[config.mk]
export PLATFORM = sky130hd
export DESIGN_NAME = fifo_wr_arbiter
export DESIGN_NICKNAME = d
export VERILOG_FILES = /design/src/rtl/fifo_wr_arbiter.sv
export SDC_FILE = /design/constraint.sdc
export NUM_CORES = 1
export LEC_CHECK = 0
export ABC_AREA = 1
export CAP_MARGIN = 10
export CORE_MARGIN = 1
export CORE_UTILIZATION = 35
export CTS_CLUSTER_DIAMETER = 40
export DETAILED_ROUTE_END_ITERATION = 8
export PLACE_DENSITY = 0.76
export SLEW_MARGIN = 10
export SYNTH_ARGS = -nofsm -noshare
export SYNTH_HDL_FRONTEND = slang
export SYNTH_SLANG_ARGS = --single-unit
export TNS_END_PERCENT = 30
[constraint.sdc]
create_clock -name wclk -period 1.4 [get_ports wclk]
set_input_delay 0.42 -clock wclk [delete_from_list [all_inputs] [get_ports wclk]]
set_output_delay 0.42 -clock wclk [all_outputs]
set_load 0.005 [all_outputs]
[src/rtl/fifo_wr_arbiter.sv]
// fifo_wr_arbiter
// ---------------
// Round-robin, burst-locking arbiter for the single write port of the async
// FIFO. NREQ requesters in the write clock domain each present a
// valid/ready/last stream. One owner is granted at a time and keeps the grant
// until it sends a beat with last set or has sent MAXBURST beats. Priority then
// rotates to the requester after the one just served.
//
// Handshake: a beat moves on requester i in a cycle where
// req_valid[i] & req_ready[i] is high at the rising edge of wclk. req_ready is
// one-hot or zero, never depends on req_valid, and is only given to the current
// owner while the FIFO is not full. winc is high exactly in those cycles, so
// every accepted beat is written to the FIFO once.
//
// Ports:
//   wclk       write-domain clock, all logic on the rising edge
//   wrst       synchronous active-high reset
//   req_valid  per-requester data valid
//   req_last   per-requester last beat of a burst (used only with valid)
//   req_wdata  flattened data, requester i at [i*DSIZE +: DSIZE]
//   req_ready  per-requester accept, one-hot or zero
//   wfull      FIFO full flag (backpressure)
//   winc       FIFO write strobe
//   wdata      FIFO write data (owner's data while busy, else 0)
//   owner      index of the current owner, meaningful while busy
//   busy       high while a burst is granted; this is the FSM state bit
module fifo_wr_arbiter #(
  parameter int DSIZE    = 8,
  parameter int NREQ     = 4,
  parameter int MAXBURST = 8,
  localparam int OW      = $clog2(NREQ),
  localparam int CW      = $clog2(MAXBURST + 1)
) (
  input  logic                  wclk,
  input  logic                  wrst,
  input  logic [NREQ-1:0]       req_valid,
  input  logic [NREQ-1:0]       req_last,
  input  logic [NREQ*DSIZE-1:0] req_wdata,
  output logic [NREQ-1:0]       req_ready,
  input  logic                  wfull,
  output logic                  winc,
  output logic [DSIZE-1:0]      wdata,
  output logic [OW-1:0]         owner,
  output logic                  busy
);

  typedef enum logic {
    IDLE  = 1'b0,
    BURST = 1'b1
  } state_t;

  state_t          state;
  logic [OW-1:0]   last_owner;
  logic [CW-1:0]   beat_cnt;

  logic [OW-1:0]   next_owner;
  logic            found;
  int              idx;
  logic            own_valid;
  logic            own_last;
  logic [DSIZE-1:0] own_data;
  logic            xfer;
  logic            release_now;

  // Rotating search: first valid requester starting at last_owner+1, wrapping.
  always_comb begin
    next_owner = '0;
    found      = 1'b0;
    idx        = 0;
    for (int k = 1; k <= NREQ; k++) begin
      idx = (int'(last_owner) + k) % NREQ;
      if (!found && req_valid[idx[OW-1:0]]) begin
        found      = 1'b1;
        next_owner = idx[OW-1:0];
      end
    end
  end

  // Owner's stream, selected with constant indices.
  always_comb begin
    own_valid = 1'b0;
    own_last  = 1'b0;
    own_data  = '0;
    for (int i = 0; i < NREQ; i++) begin
      if (owner == OW'(i)) begin
        own_valid = req_valid[i];
        own_last  = req_last[i];
        own_data  = req_wdata[i*DSIZE +: DSIZE];
      end
    end
  end

  assign busy = (state == BURST);

  // Reset gates the write side in the same cycle so an abandoned burst
  // cannot sneak one last beat into the FIFO.
  assign xfer        = busy & own_valid & ~wfull & ~wrst;
  assign release_now = xfer & (own_last | (beat_cnt == CW'(MAXBURST - 1)));
  assign winc        = xfer;

  always_comb begin
    req_ready = '0;
    if (busy && !wrst) begin
      for (int i = 0; i < NREQ; i++) begin
        if (owner == OW'(i)) begin
          req_ready[i] = ~wfull;
        end
      end
    end
  end

  assign wdata = (busy && !wrst) ? own_data : '0;

  always_ff @(posedge wclk) begin
    if (wrst) begin
      state      <= IDLE;
      owner      <= '0;
      beat_cnt   <= '0;
      last_owner <= OW'(NREQ - 1);
    end else begin
      case (state)
        IDLE: begin
          if (found) begin
            owner    <= next_owner;
            beat_cnt <= '0;
            state    <= BURST;
          end
        end
        BURST: begin
          if (xfer) begin
            if (release_now) begin
              // last and the MAXBURST-th beat together give one release
              state      <= IDLE;
              last_owner <= owner;
              beat_cnt   <= '0;
            end else begin
              beat_cnt <= beat_cnt + 1'b1;
            end
          end
        end
        default: state <= IDLE;
      endcase
    end
  end

endmodule

==> impl_metrics.ini <==
[setup_path]
path_max_fanout = 5
path_buf_inv = 3
crit_family = flip-flops
slowest_delay_ns = 0.41
cp.required_ns = 0.98
end_kind = output port
crit_path_top_delay_cell = dfxtp_4
arrival_ns = 1.48
startpoint_type = flop
critPathKind = reg2out
cp_cell_sequence = clkinvlp_4 -> nor2_4 -> buf_6 -> a221o_1 -> o21ai_2 -> a21oi_2 -> buf_2

[grt]
grt_pass1_wl_mm = 6.93
grt_pass1_vias = 1480
grt_max_degree = 11
grtUsageTotal_pct = 27.0
grt_overflow_total = 0
antenna_found_initial = 0

[power]
seq_power_share_pct = 21.6
swShare_pct = 39.6
intPower_mw = 0.893
pwr-share-comb_pct = 63.8
p_total_mw = 1.48
p_leak_nw = 1.10
vdd_drop_max_uv = 542
p_switching_mw = 0.586
power_frac_clock_pct = 14.6
power_density_nw_per_um2 = 680

[cells_and_area]
fin_util_pct = 76.3
diodes = 0
area_growth_syn_to_layout_pct = 98.5
mostFrequentLayoutCells = nand2_1 (46), clkdlybuf4s50_1 (36), buf_4 (30), buf_6 (18), nand2_2 (16)
mostFrequentLayoutCell = nand2_1
final-seq-area_um2 = 191
layout.cells.non_filler = 322
multi_input_area_um2 = 890
nets = 336
nFillCells = 206
drive_above_1_share_pct = 45.0

[detailed_routing]
first_pass_iters = 6
wire_per_inst_um = 14.3
totalWireLength_mm = 4.60
via_per_inst = 5.03
drtIter0Drc = 76
drc = 2
ant_nets = 0
vias = 1621

[place]
post-place-cells = 302
port_buffers = 58
place_ws_ns = -0.982
hpwl_mm = 2.93
gp_congestion = 0.823

[logic_synthesis]
ys_warn_count = 0
synth_area_per_cell_um2 = 5.92
synth_area_um2 = 1100
synth_cell_types = 26
syn_inst = 185
syn-num-nets = 229
yosysSeqAreaShare_pct = 16.4
synth-seq-cells = 9

[timing]
finClkSkew_ns = 0.00659
layout_min_cycle_time_ns = 1.90
setup_viol = 24
rsz0062_at_grt = true
finalHoldViolCount = 0
slew_headroom_pct = 85.5
worst_slack_ns = -0.505
fin_crit_sh_pct = 136
tightest_slew_ns = 0.215
max_clock_freq_ghz = 0.525
slew_violations = 0

[floorplan]
die_h_um = 58.0
rows = 19
design.die.area_um2 = 3360
core-area_um2 = 2850
ios = 59
die_w_um = 58.0
start_util_pct = 38.4

[cts]
cts_tree = yes
path_clk_slew_ns = 0.07
clockBufferDepth = 2
htreeDepth = 1
numCtsBuffers = 3
numClockSinks = 9
clockRootBuffer = clkbuf_4
clock_latency_ns = 0.28

[hold_path]
hp-class = in2reg

[run_status]
status = finished with violations
failed_checks = design-rule violations, negative setup slack

[run]
cap_violations = 0
==> power groups by stage <==
stage          clock network (mW)  registers (mW)  logic (mW)
6_report                    0.216           0.320       0.944
5_1_grt                     0.232           0.322        1.01
4_1_cts                     0.213           0.314       0.888
3_5_place_dp                    0           0.314       0.741
3_3_place_gp                    0           0.314       0.738
2_1_floorplan                   0           0.313       0.376
==> path summary, 6_finish.rpt <==
kind,start,slack [ns],to,cells past startpoint
worst min-delay path,wrst,0.43,busy,3
worst max register to register,owner[1],-0.28,beat_cnt[0],13
worst max-delay path,owner[1],-0.50,wdata[2],7
worst min register to register,beat_cnt[1],0.51,beat_cnt[1],2
==> registers in the layout, indices dropped and copies added, names as in the netlist <==
signal,flops
beat_cnt,4
busy,1
last_owner,2
owner,2
==> synth_stat cells <==
cell type | instances | share of area, %
dfxtp_1 | 9 | 16
nor2_4 | 1 | 1.0
nor3_1 | 1 | 0.46
a21oi_1 | 11 | 5.0
nor2_1 | 18 | 6.2
nor2_2 | 2 | 1.1
buf_6 | 4 | 4.1
o21ai_1 | 2 | 0.91
or2_2 | 1 | 0.57
nand2_2 | 13 | 7.4
nand4_1 | 3 | 1.7
a221o_1 | 4 | 3.7
inv_4 | 2 | 1.1
nand3_1 | 13 | 5.9
inv_1 | 18 | 6.2
o21ai_4 | 1 | 1.5
nand3_2 | 3 | 2.7
o21a_1 | 1 | 0.69
xor2_1 | 1 | 0.80
o21ai_0 | 12 | 5.5
o211ai_1 | 4 | 2.7
inv_2 | 4 | 1.4
o221ai_1 | 1 | 0.80
nand2_4 | 3 | 3.1
nand2_1 | 52 | 18
ha_1 | 1 | 1.1
==> worst min-delay path: stages <==
cell     delay (ns)
buf_2          0.10
buf_4          0.12
a21oi_1        0.04
==> per-stage QoR <==
| stage | instance area (um^2) | hold slack (ns) | TNS (ns) |
|---|---|---|---|
| floorplan | 1110 | 0.480 | -0.426 |
| global placement | 1920 | 0.497 | -16.58 |
| detailed placement | 1920 | 0.503 | -16.91 |
| CTS | 2140 | 0.426 | -6.37 |
| global route | 2180 | 0.445 | -8.41 |
| finish | 2180 | 0.435 | -6.89 |
==> logic make-up after synthesis <==
family / synth area share [%]
adder cells (fa/ha/maj): 1.14
XOR/XNOR: 0.799
AO/OA/AOI/OAI: 20.8
flip-flops: 16.4
buffers and inverters: 12.8
AND/OR/NAND/NOR: 48.1
==> metal layers <==
layer	global-route usage, %	routed length [um]	vias up
met5	0	0	-
met2	43.7	2170	55
met3	4.02	236	11
met4	15.3	129	0
li1	-	-	820
met1	34.1	2060	735
==> layout make-up <==
cell class                      count  area share (%)
Clock buffer                        4            1.21
Multi-Input combinational cell    148            40.9
Timing Repair Buffer              106            42.4
Tap cell                           31            1.78
Sequential cell                     9            8.80
Inverter                           24            4.89
==> repair_timing <==
item | 4_1_cts | 5_1_grt
setup buffers | 17 | 0
endpoints found under the setup margin | 25 | 24
gates cloned | 1 | 0
hold buffers | 0 | 0
pin swaps | 24 | 9
resized for setup | 117 | 20
Note: power is estimated with default switching activity, not from simulation.
